`config.mk`:
```
export PLATFORM = sky130hd
export DESIGN_NAME = pixel_readout
export DESIGN_NICKNAME = d
export VERILOG_FILES = /design/src/rtl/pixel_readout_pkg.sv /design/src/rtl/pixel_frame_fifo.sv /design/src/rtl/pixel_readout.sv
export SDC_FILE = /design/constraint.sdc
export NUM_CORES = 1
export LEC_CHECK = 0
export ABC_AREA = 1
export CAP_MARGIN = 10
export CORE_ASPECT_RATIO = 0.8
export CORE_MARGIN = 4
export CORE_UTILIZATION = 52
export CTS_CLUSTER_SIZE = 20
export DETAILED_ROUTE_END_ITERATION = 7
export HOLD_SLACK_MARGIN = 0.1
export PLACE_DENSITY_LB_ADDON = 0.12
export SKIP_CTS_REPAIR_TIMING = 1
export SLEW_MARGIN = 40
export SYNTH_ARGS = -nofsm -noshare
export SYNTH_HDL_FRONTEND = slang
export SYNTH_HIERARCHICAL = 1
export SYNTH_SLANG_ARGS = --single-unit
```
`constraint.sdc`:
```
create_clock -name clk -period 3.7 [get_ports clk]
set_input_delay 0.555 -clock clk [delete_from_list [all_inputs] [get_ports clk]]
set_output_delay 0.555 -clock clk [all_outputs]
set_load 0.005 [all_outputs]
```
`src/rtl/pixel_readout_pkg.sv`:
```
// Shared defaults and sample/frame types for the pixel readout capture path.
package pixel_readout_pkg;

  localparam int DEF_DATA_W     = 8;
  localparam int DEF_NUM_PIX    = 4;
  localparam int DEF_FIFO_DEPTH = 4;

  typedef logic [DEF_DATA_W-1:0] pix_t;
  typedef pix_t [DEF_NUM_PIX-1:0] frame_t;

endpackage

```
`src/rtl/pixel_frame_fifo.sv`:
```
// Synchronous FIFO of whole frames. Pointers carry a wrap bit so that
// full and empty are distinguishable and count reaches DEPTH when full.
module pixel_frame_fifo
  import pixel_readout_pkg::*;
#(
  parameter type T     = frame_t,
  parameter int  DEPTH = DEF_FIFO_DEPTH
) (
  input  logic                   clk,
  input  logic                   reset,
  input  logic                   wr,
  input  T                       wr_data,
  input  logic                   pop,
  output T                       head,
  output logic                   full,
  output logic                   empty,
  output logic [$clog2(DEPTH):0] count
);

  localparam int AW = $clog2(DEPTH);
  localparam logic [AW:0] PTR_ONE = {{AW{1'b0}}, 1'b1};

  T             mem [DEPTH];
  logic [AW:0]  wr_ptr;
  logic [AW:0]  rd_ptr;

  assign count = wr_ptr - rd_ptr;
  assign empty = (wr_ptr == rd_ptr);
  assign full  = (wr_ptr[AW] != rd_ptr[AW]) && (wr_ptr[AW-1:0] == rd_ptr[AW-1:0]);
  assign head  = mem[rd_ptr[AW-1:0]];

  // Advance write/read pointers on accepted writes and pops.
  always_ff @(posedge clk or posedge reset) begin
    if (reset) begin
      wr_ptr <= '0;
      rd_ptr <= '0;
    end else begin
      if (wr)  wr_ptr <= wr_ptr + PTR_ONE;
      if (pop) rd_ptr <= rd_ptr + PTR_ONE;
    end
  end

  // Frame storage.
  // NOTE: the array is deliberately not reset; the pointers alone define which
  // entries are live, and leaving memories out of reset lets them map to RAM.
  always_ff @(posedge clk) begin
    if (wr) mem[wr_ptr[AW-1:0]] <= wr_data;
  end

endmodule

```
`src/rtl/pixel_readout.sv`:
```
// Pixel readout capture stage: samples the shared pixel bus under the read
// strobes, commits complete frames into a frame FIFO, and serialises queued
// frames one pixel per beat on a valid/ready stream.
module pixel_readout
  import pixel_readout_pkg::*;
#(
  parameter int DATA_W     = DEF_DATA_W,
  parameter int NUM_PIX    = DEF_NUM_PIX,
  parameter int FIFO_DEPTH = DEF_FIFO_DEPTH
) (
  input  logic                          clk,
  input  logic                          reset,
  input  logic [NUM_PIX-1:0]            read,
  input  logic [DATA_W-1:0]             pixData,
  output logic [DATA_W-1:0]             out_data,
  output logic [$clog2(NUM_PIX)-1:0]    out_idx,
  output logic                          out_last,
  output logic                          out_valid,
  input  logic                          out_ready,
  output logic [$clog2(FIFO_DEPTH):0]   frames_pending,
  output logic [7:0]                    drop_count,
  output logic                          proto_err,
  input  logic                          err_clr
);

  localparam int IDX_W = $clog2(NUM_PIX);
  localparam logic [IDX_W-1:0] LAST_IDX = IDX_W'(NUM_PIX - 1);
  localparam logic [IDX_W-1:0] IDX_ONE  = IDX_W'(1);

  typedef logic [DATA_W-1:0] cap_pix_t;
  typedef cap_pix_t [NUM_PIX-1:0] cap_frame_t;

  cap_frame_t          stage;
  cap_frame_t          head;
  logic [NUM_PIX-1:0]  read_d;
  logic [NUM_PIX-1:0]  got;
  logic [NUM_PIX-1:0]  fell;
  logic                multi;
  logic                commit;
  logic                frame_ok;
  logic                wr;
  logic                drop;
  logic                beat;
  logic                pop;
  logic                full;
  logic                empty;
  logic [IDX_W-1:0]    b;

  // Strobe decode. A frame is complete only if every pixel's strobe has fallen
  // since the last commit, including the last pixel falling on this very edge.
  assign multi    = $countones(read) > 1;
  assign fell     = read_d & ~read;
  assign commit   = fell[NUM_PIX-1];
  assign frame_ok = (&(got | fell)) && !multi;

  // A full FIFO still accepts the commit when the head frame leaves on the same edge.
  assign beat = out_valid && out_ready;
  assign pop  = beat && (b == LAST_IDX);
  assign wr   = commit && frame_ok && (!full || pop);
  assign drop = commit && !wr;

  // Stream view of the head frame; data is forced to zero while nothing is queued.
  assign out_valid = !empty;
  assign out_idx   = b;
  assign out_last  = out_valid && (b == LAST_IDX);
  assign out_data  = out_valid ? head[b] : '0;

  // Capture: a lone strobe loads its pixel's slot every cycle, so the last sample wins.
  // NOTE: sequential state uses non-blocking assignments so every flop samples
  // pre-edge values regardless of block ordering.
  always_ff @(posedge clk or posedge reset) begin
    if (reset) begin
      stage <= '0;
    end else if (!multi) begin
      for (int k = 0; k < NUM_PIX; k++) begin
        if (read[k]) stage[k] <= pixData;
      end
    end
  end

  // Edge history and per-pixel completion flags; a bus conflict poisons the frame.
  always_ff @(posedge clk or posedge reset) begin
    if (reset) begin
      read_d <= '0;
      got    <= '0;
    end else begin
      read_d <= read;
      if (commit || multi) got <= '0;
      else                 got <= got | fell;
    end
  end

  // Error reporting; a clear wins over a same-cycle set or increment.
  always_ff @(posedge clk or posedge reset) begin
    if (reset) begin
      proto_err  <= 1'b0;
      drop_count <= '0;
    end else if (err_clr) begin
      proto_err  <= 1'b0;
      drop_count <= '0;
    end else begin
      if (multi) proto_err <= 1'b1;
      if (drop && (drop_count != 8'hFF)) drop_count <= drop_count + 8'd1;
    end
  end

  // Beat counter walks the head frame and wraps only when the frame is popped.
  always_ff @(posedge clk or posedge reset) begin
    if (reset) begin
      b <= '0;
    end else if (beat) begin
      b <= (b == LAST_IDX) ? '0 : b + IDX_ONE;
    end
  end

  pixel_frame_fifo #(
    .T     (cap_frame_t),
    .DEPTH (FIFO_DEPTH)
  ) u_fifo (
    .clk     (clk),
    .reset   (reset),
    .wr      (wr),
    .wr_data (stage),
    .pop     (pop),
    .head    (head),
    .full    (full),
    .empty   (empty),
    .count   (frames_pending)
  );

endmodule

```
; Word-level counts from Yosys, hierarchy flattened
; Memory sizes are Yosys's and may differ from the RTL's.
; Index checks and enable logic that the tools add are counted.
[word_totals]
reg_bits = 57
latch_bits = 0
ram_bits = 128
mem_bits_ro = 0
inputBits = 16
out_inout_bits = 24
wordCells = 64
memories = 1
[classes]
add_sub_neg = 8
n_mul = 0
n_div = 0
order_cmp = 2
eq_ne = 5
n_shift = 0
mux = 11
bitwise = 4
reduce_logical = 22
[mem_list]
columns = memory, words, word_bits, rd, rd_ports_with_merged_regs, wr, line_no
row1 = u_fifo.mem, 4, 32, 1, 0, 1, pixel_frame_fifo.sv:23  ; T mem [DEPTH];
[ops]
columns = op, n
row1 = $mux 8, 4
row2 = $bmux 8 s2, 1
row3 = $logic_and 1x1->1, 9
row4 = $add 8x1->8 const B, 1
row5 = $ne 8x8->1 const B, 1
row6 = $reduce_and 2->1, 4
row7 = $add 3x1->3 const B, 2
row8 = $add 1x1->2, 2
row9 = $and 4x4->4, 1
row10 = $logic_not 1->1, 4
row11 = $mux 1, 4
row12 = $mux 4, 1
row13 = $not 4->4, 1
row14 = $or 4x4->4, 1
row15 = $reduce_and 4->1, 1
row16 = $reduce_bool 2->1, 2
row17 = $add 2x2->3, 1
row18 = $eq 3x3->1, 1
row19 = $gt 3x1->1 const B, 1
row20 = $lt 2x3->1 const B, 1
row21 = $sub 3x3->3, 1
row22 = $add 2x1->2 const B, 1
row23 = $eq 2x2->1, 1
row24 = $eq 2x2->1 const B, 1
row25 = other kinds (4), 5

; Longest topological paths before layout
; Gate-level depths: netlist of run 1.
[depth]
word_depth = 12
ltp_mapped = 17
mapped_depth_nobuf = 13

; Cells and area by module
; Netlist of run 1, hierarchy kept.
[modules_own_cells]
columns = mod, instances, cells_per_inst, area_each_um2
row1 = pixel_frame_fifo, 1, 554, 5815.6
row2 = pixel_readout, 1, 306, 2473.6

; Worst setup path after synthesis of run 1
; OpenSTA, ideal clock, no wires.
[synth_timing]
path_kind = input -> register
startpoint = input read[0]
endpoint = memory u_fifo/mem[3][0] (netlist name), enable pin
arrival_time_ns = 2.664
slack_ns = 0.649
path_stages = 11
cell_sequence = inv_1 fa_1 inv_1 a21oi_4 nand2_2 nor2_2 nand2_4 inv_1 clkbuf_1 nand2_1 inv_1
[synth_via]
elab_chain_cells = 9
word_cells_on_any_way = 13
[synth_rtl]
columns = item, line_no
row1 = from (decl), pixel_readout.sv:13  ; input logic [NUM_PIX-1:0] read,
row2 = $add 1x1->2 (not written as such) or $not 4->4 (tied branches), "pixel_readout.sv:51, pixel_readout.sv:52"
row3 = $add 2x2->3 (not written as such) or $and 4x4->4 (tied branches), "pixel_readout.sv:51, pixel_readout.sv:52"
row4 = $gt 3x1->1 or $or 4x4->4 (tied branches), "pixel_readout.sv:51, pixel_readout.sv:54"
row5 = $logic_not 1->1 or $reduce_and 4->1 (tied branches), n/a
row6 = $logic_and 1x1->1 (*), pixel_readout.sv:54  ; assign frame_ok = (&(got | fell)) && !multi;
row7 = $logic_and 1x1->1 (*) (2 in series), pixel_readout.sv:59  ; assign wr = commit && frame_ok && (!full || pop);
row8 = named net wr, pixel_readout.sv:41  ; logic wr;
row9 = $mux 1 (*), pixel_frame_fifo.sv:47  ; if (wr) mem[wr_ptr[AW-1:0]] <= wr_data;
row10 = $mux 1 (not written as such) (*), pixel_frame_fifo.sv:47
row11 = to (decl), pixel_frame_fifo.sv:23
; The timed path passes the listed nets; every way through them passes the cells marked *.

; Worst setup path in the final report of run 1
[layout_timing]
startpoint = register b[1] (netlist: out_idx[1])
endpoint = output out_data[0]
[layout_via]
elab_chain_cells = 3
[layout_rtl]
columns = item, line_no
row1 = from (decl), pixel_readout.sv:47  ; logic [IDX_W-1:0] b;
row2 = from (signal assigned), pixel_readout.sv:112  ; b <= (b == LAST_IDX) ? '0 : b + IDX_ONE;
row3 = $bmux 8 s2, pixel_readout.sv:66  ; assign out_data = out_valid ? head[b] : '0;
row4 = $mux 8 (not written as such), pixel_readout.sv:66
row5 = $mux 8, pixel_readout.sv:66
row6 = to (decl), pixel_readout.sv:15  ; output logic [DATA_W-1:0] out_data,
; Every way passes these cells. The select of a mux whose other input is x is not followed.

==> metrics.csv, run 1 <==
metric,value,unit
startpoint_type,flip-flop,
clk_latency,0.43,ns
drive_gt1_frac,0.0647,
vdd.ir_drop.worst,0.329,mV
slew_viol_final,0,
antenna_found_initial,0,
synthToLayoutAreaGrowth,14.2,%
maxCapViolations,0,
synth-main-ff-cell,edfxtp_1,
reg2regPathDepth,15,
drc,0,
worstPathMaxFanout,11,
grt_pass1_vias,5250,
root_buffer,clkbuf_16,
clk_pin_slew_worst_paths,0.07,ns
antenna_cells,0,
cp_slowest_cell,dfrtp_1,
nFillCells,1282,
setup_viol,0,
avgSynthCellArea,9.64,µm²
r2r_slack,0.84,ns
yosys-top-cells-count,"242 x nand2_1, 175 x inv_1, 128 x edfxtp_1",
wl,17300,µm
synth_top_area_share,0.464,
yosysWarnings,6,
dr.pass1.iters,5,
synth_largest_area_cell,edfxtp_1,
floorplan.initialDensity,0.541,
worst_pin_slew,0.731,ns
total_power,0.00621,W
synth_area,8290,µm²
drtIter0Drc,409,
cts_tree,yes,
end_kind,primary output,
r2r_end,u_fifo/mem[3][6]$_DFFE_PP_,
p_per_area,656,nW/µm²
routed_via_density,4.99,
slew-limit-headroom,0.512,
cellLeakagePower,4.42,nW
cts_buffer_depth,2,
status,completed,
fmax,295,MHz
cts_made_buffers,17,
crit_end,out_data[0],
finalSetupTns,0,ns
startpoint,out_idx[1]$_DFFE_PP0N_,
fin_skew,0.0108,ns
core_area,15300,µm²
cp.arrival,2.83,ns
gp_congestion,0.778,
synth_enable_flop_cells,128,
ys_seq_elements,184,
nets,926,
slowest_delay,0.66,ns
cts_sinks,184,
wl_per_cell,15.4,µm
overflow,0,
finalHoldViolCount,0,
die_w,149,µm
h-tree-depth,4,
port_buffers,39,
hp-class,primary input to asynchronous set/reset pin,
die_y,121,µm
period_share,0.916,
netlist-cell-type-count,27,
async_flop_share,0.304,
r2r-start,u_fifo/rd_ptr[0]$_DFFE_PP0P_,
dpl.hpwl,10900,µm
path_cells,"clkinv_1, nor2_1, o21ai_0, a21oi_1, clkdlybuf4s50_1",
rsz0062_at_grt,false,
min_period,3.39,ns
grt_usage,0.203,
dieArea,18000,µm²
ios,40,
grt_pass1_wl,27800,µm
yosysSeqAreaShare,0.633,
synth_area_leaders,"edfxtp_1 46%, dfrtp_1 17%, nand2_1 11%, inv_1 7.9%, nand3_1 4.8%",
required,3.14,ns
yosysMostFrequentCell,nand2_1,
synth_fp_nets,887,
row_count,40,
grt_max_degree,43,
drtAntennaViolNets,0,
synth_cells,860,
crit_type,flip-flop to primary output,
vias,5594,
==> worst min-delay path by stage <==
stage / start / end / slack [ns] / cells past startpoint
3_3_place_gp: stage[26]$_DFFE_PP0P_ / u_fifo/mem[3][26]$_DFFE_PP_ / 0.49 / 0
4_1_cts: reset / u_fifo/wr_ptr[1]$_DFFE_PP0P_ / 0.42 / 2
2_1_floorplan: reset / u_fifo/rd_ptr[0]$_DFFE_PP0P_ / 0.35 / 1
6_report: reset / u_fifo/wr_ptr[1]$_DFFE_PP0P_ / 0.42 / 2
5_1_grt: reset / u_fifo/wr_ptr[1]$_DFFE_PP0P_ / 0.45 / 2
3_5_place_dp: proto_err$_DFFE_PP0P_ / proto_err$_DFFE_PP0P_ / 0.50 / 2
==> logic make-up (layout without fill, tap and decap cells) <==
family / after synthesis / count (layout) / share of synthesized area
fa+ha+maj: 11 / 11 / 0.0184
simple gates: 381 / 381 / 0.192
xor+xnor: 4 / 4 / 0.00423
buf+inv: 212 / 264 / 0.109
flops: 184 / 184 / 0.633
compound gates: 68 / 68 / 0.0438
==> layer usage <==
metal,global-route usage,wire (µm),part of all wire,vias up
met5,0,0,0,-
met4,0.0537,217,0.013,0
met3,0.0433,1100,0.064,18
met2,0.325,8010,0.46,187
met1,0.284,7930,0.46,2611
li1,-,-,-,2778
==> registers in the layout (all words and copies together), names as in the netlist <==
signal / flops
drop_count: 8
out_idx: 2
got: 3
u_fifo/rd_ptr: 3
read_d: 4
u_fifo/mem: 128
proto_err: 1
u_fifo/wr_ptr: 3
stage: 32
==> critical path, delay by kind of cell (launching register included) <==
kind                   cells  cell delay [ns]
AOI/OAI and AO/OA          2             0.44
buffers and inverters      2             1.10
DFF                        1             0.66
and+or+nand+nor            1             0.20
==> per-stage QoR <==
stage	cells	setup slack (ns)	util	hold slack (ns)	area, µm²
after floorplan	860	0.649	-	0.346	8290
after detailed placement	1090	0.425	0.579	0.496	8860
after global placement	1090	0.510	0.579	0.490	8860
after global routing	1122	0.0866	0.618	0.450	9460
after CTS	1122	0.295	0.618	0.420	9460
final	1122	0.310	0.618	0.424	9460
==> cell type report <==
type / instances / area, µm² / share of cell area
repair buffers: 51 / 531 / 0.0561
inverters: 181 / 683 / 0.0722
well taps: 210 / 263 / 0.0278
multi-input cells: 464 / 2140 / 0.226
flip-flops and latches: 184 / 5250 / 0.554
clock inverters: 14 / 149 / 0.0157
clock buffers: 18 / 450 / 0.0476
==> where the power goes <==
part / switching (W) / internal [W]
Combinational: 0.00114 / 0.000718
Sequential: 0.000160 / 0.00239
Clock: 0.000808 / 0.000998
Total: 0.00211 / 0.00411
==> cells in the final DEF (no fill, tap or decap), drive strengths merged, types with 8 or more instances in the layout <==
master	instances
a21oi	15
buf	12
clkbuf	18
clkdlybuf4s50	39
dfrtp	56
edfxtp	128
ha	9
inv	188
nand2	245
nand3	80
nand4	8
nor2	45
o21ai	53
(Power assumes the default switching activity.)
==> inputs of run 2 (changes only) <==
--- a/config.mk
+++ b/config.mk
@@ -13,10 +13,11 @@
 export CTS_CLUSTER_SIZE = 20
 export DETAILED_ROUTE_END_ITERATION = 7
 export HOLD_SLACK_MARGIN = 0.1
-export PLACE_DENSITY_LB_ADDON = 0.12
+export PLACE_DENSITY = 0.79
 export SKIP_CTS_REPAIR_TIMING = 1
 export SLEW_MARGIN = 40
 export SYNTH_ARGS = -nofsm -noshare
 export SYNTH_HDL_FRONTEND = slang
 export SYNTH_HIERARCHICAL = 1
 export SYNTH_SLANG_ARGS = --single-unit
+export TNS_END_PERCENT = 30
==> metrics.csv, run 2 (synthesis gave the netlist of run 1 again) <==
metric,value,unit,change
status,completed,,unchanged
vdd.ir_drop.worst,0.342,mV,was 0.329 mV
setup_viol,0,,unchanged
drive_gt1_frac,0.0646,,was 0.0647
pwr-share-comb,0.308,,was 0.299
grt_pass1_vias,5761,,was 5250
worstPathMaxFanout,39,,was 11
cts_sinks,184,,unchanged
wl_per_cell,16.4,µm,was 15.4 µm
clk_pin_slew_worst_paths,0.06,ns,was 0.07 ns
internal-power,0.00421,W,was 0.00411 W
wl,18500,µm,was 17300 µm
final_cell_mix,"242 x nand2_1, 174 x inv_1, 128 x edfxtp_1",,unchanged
drc,0,,unchanged
ios,40,,unchanged
maxCapViolations,0,,unchanged
gp_congestion,0.826,,was 0.778
required,3.14,ns,about the same
seqPwrFrac,0.403,,was 0.411
port_buffers,39,,unchanged
worst_pin_slew,0.786,ns,was 0.731 ns
antenna_cells,0,,unchanged
slew-limit-headroom,0.476,,was 0.512
vias,5832,,was 5594
p_per_area,665,nW/µm²,was 656 nW/µm²
grt_pass1_wl,29300,µm,was 27800 µm
grt_max_degree,58,,was 43
largest_register_ffs,128,,unchanged
root_buffer,clkbuf_16,,unchanged
dieArea,18000,µm²,unchanged
cellLeakagePower,4.43,nW,was 4.42 nW
cp.arrival,2.88,ns,was 2.83 ns
holdWs,0.401,ns,was 0.424 ns
swShare,0.332,,was 0.339
slew_viol_final,0,,unchanged
min_period,3.43,ns,was 3.39 ns
drtAntennaViolNets,0,,unchanged
core_area,15300,µm²,unchanged
period_share,0.927,,was 0.916
final_common_cell,nand2_1,,unchanged
startpoint_type,flip-flop,,unchanged
fmax,291,MHz,was 295 MHz
routed_via_density,5.19,,was 4.99
cts_made_buffers,17,,unchanged
nets,927,,was 926
end_kind,primary output,,unchanged
r2r_slack,0.76,ns,was 0.84 ns
grt_usage,0.213,,was 0.203
overflow,0,,unchanged
drtIter0Drc,467,,was 409
synthToLayoutAreaGrowth,14.4,%,was 14.2%
die_w,149,µm,unchanged
rsz0062_at_grt,false,,unchanged
p_switching,0.00209,W,was 0.00211 W
row_count,40,,unchanged
cts_buffer_depth,2,,unchanged
crit_type,flip-flop to primary output,,unchanged
clk_latency,0.43,ns,about the same
antenna_found_initial,0,,unchanged
dpl.hpwl,11200,µm,was 10900 µm
p_clk_frac,0.289,,was 0.291
floorplan.initialDensity,0.541,,unchanged
fin_skew,0.00575,ns,was 0.0108 ns
hp-class,primary input to asynchronous set/reset pin,,unchanged
finalSetupTns,0,ns,unchanged
cts_tree,yes,,unchanged
dr.pass1.iters,5,,unchanged
nFillCells,1221,,was 1282
die_y,121,µm,unchanged
h-tree-depth,4,,unchanged
finalHoldViolCount,0,,unchanged
==> run 2: power by group through the flow <==
stage	sequential, W	clock (W)	combinational, W
floorplan	0.00252	0	0.00126
global placement	0.00257	0	0.00185
detailed placement	0.00258	0	0.00190
CTS	0.00254	0.00184	0.00193
global route	0.00257	0.00192	0.00214
finish	0.00254	0.00182	0.00194
==> run 2: metal layers <==
metal	global-route usage	wire length, µm
met1	0.265	7510
met2	0.372	9480
met3	0.0422	1160
met4	0.0772	315
met5	0	0
==> run 2: metrics by stage <==
stage	total power [W]	util	std cells	area [µm²]	setup slack [ns]
2_1_floorplan	0.00378	-	860	8290	0.649
4_1_cts	0.00631	0.619	1123	9480	0.276
6_report	0.00630	0.619	1123	9480	0.268
5_1_grt	0.00663	0.619	1123	9480	0.0929
3_3_place_gp	0.00442	0.580	1091	8880	0.490
3_5_place_dp	0.00449	0.580	1091	8890	0.443
==> run 2: cell type report <==
class | count | area, µm² | share of cell area
flip-flops and latches | 184 | 5250 | 0.553
multi-input cells | 464 | 2150 | 0.226
inverters | 181 | 681 | 0.0718
repair buffers | 52 | 551 | 0.0581
clock buffers | 20 | 447 | 0.0471
well taps | 210 | 263 | 0.0277
clock inverters | 12 | 150 | 0.0158
==> run 2: final timing paths <==
path,start,end,cells past startpoint
hold reg to reg,proto_err$_DFFE_PP0P_,proto_err$_DFFE_PP0P_,2
hold / removal,reset,u_fifo/wr_ptr[0]$_DFFE_PP0P_,2
setup / recovery,u_fifo/rd_ptr[0]$_DFFE_PP0P_,out_data[6],10
max in group asynchronous,reset,stage[16]$_DFFE_PP0P_,3
setup reg to reg,u_fifo/rd_ptr[0]$_DFFE_PP0P_,u_fifo/mem[3][12]$_DFFE_PP_,13
min in group clk,proto_err$_DFFE_PP0P_,proto_err$_DFFE_PP0P_,2
==> run 2: worst max-delay path, cell delays in order (launching register included) <==
cell             delay, ns
dfrtp_2               0.52
inv_2                 0.57
buf_4                 0.31
nand2_1               0.07
nand3_1               0.07
nand2_1               0.05
nor2_1                0.10
nor2_1                0.04
o21ai_0               0.09
a21oi_1               0.12
clkdlybuf4s50_1       0.49
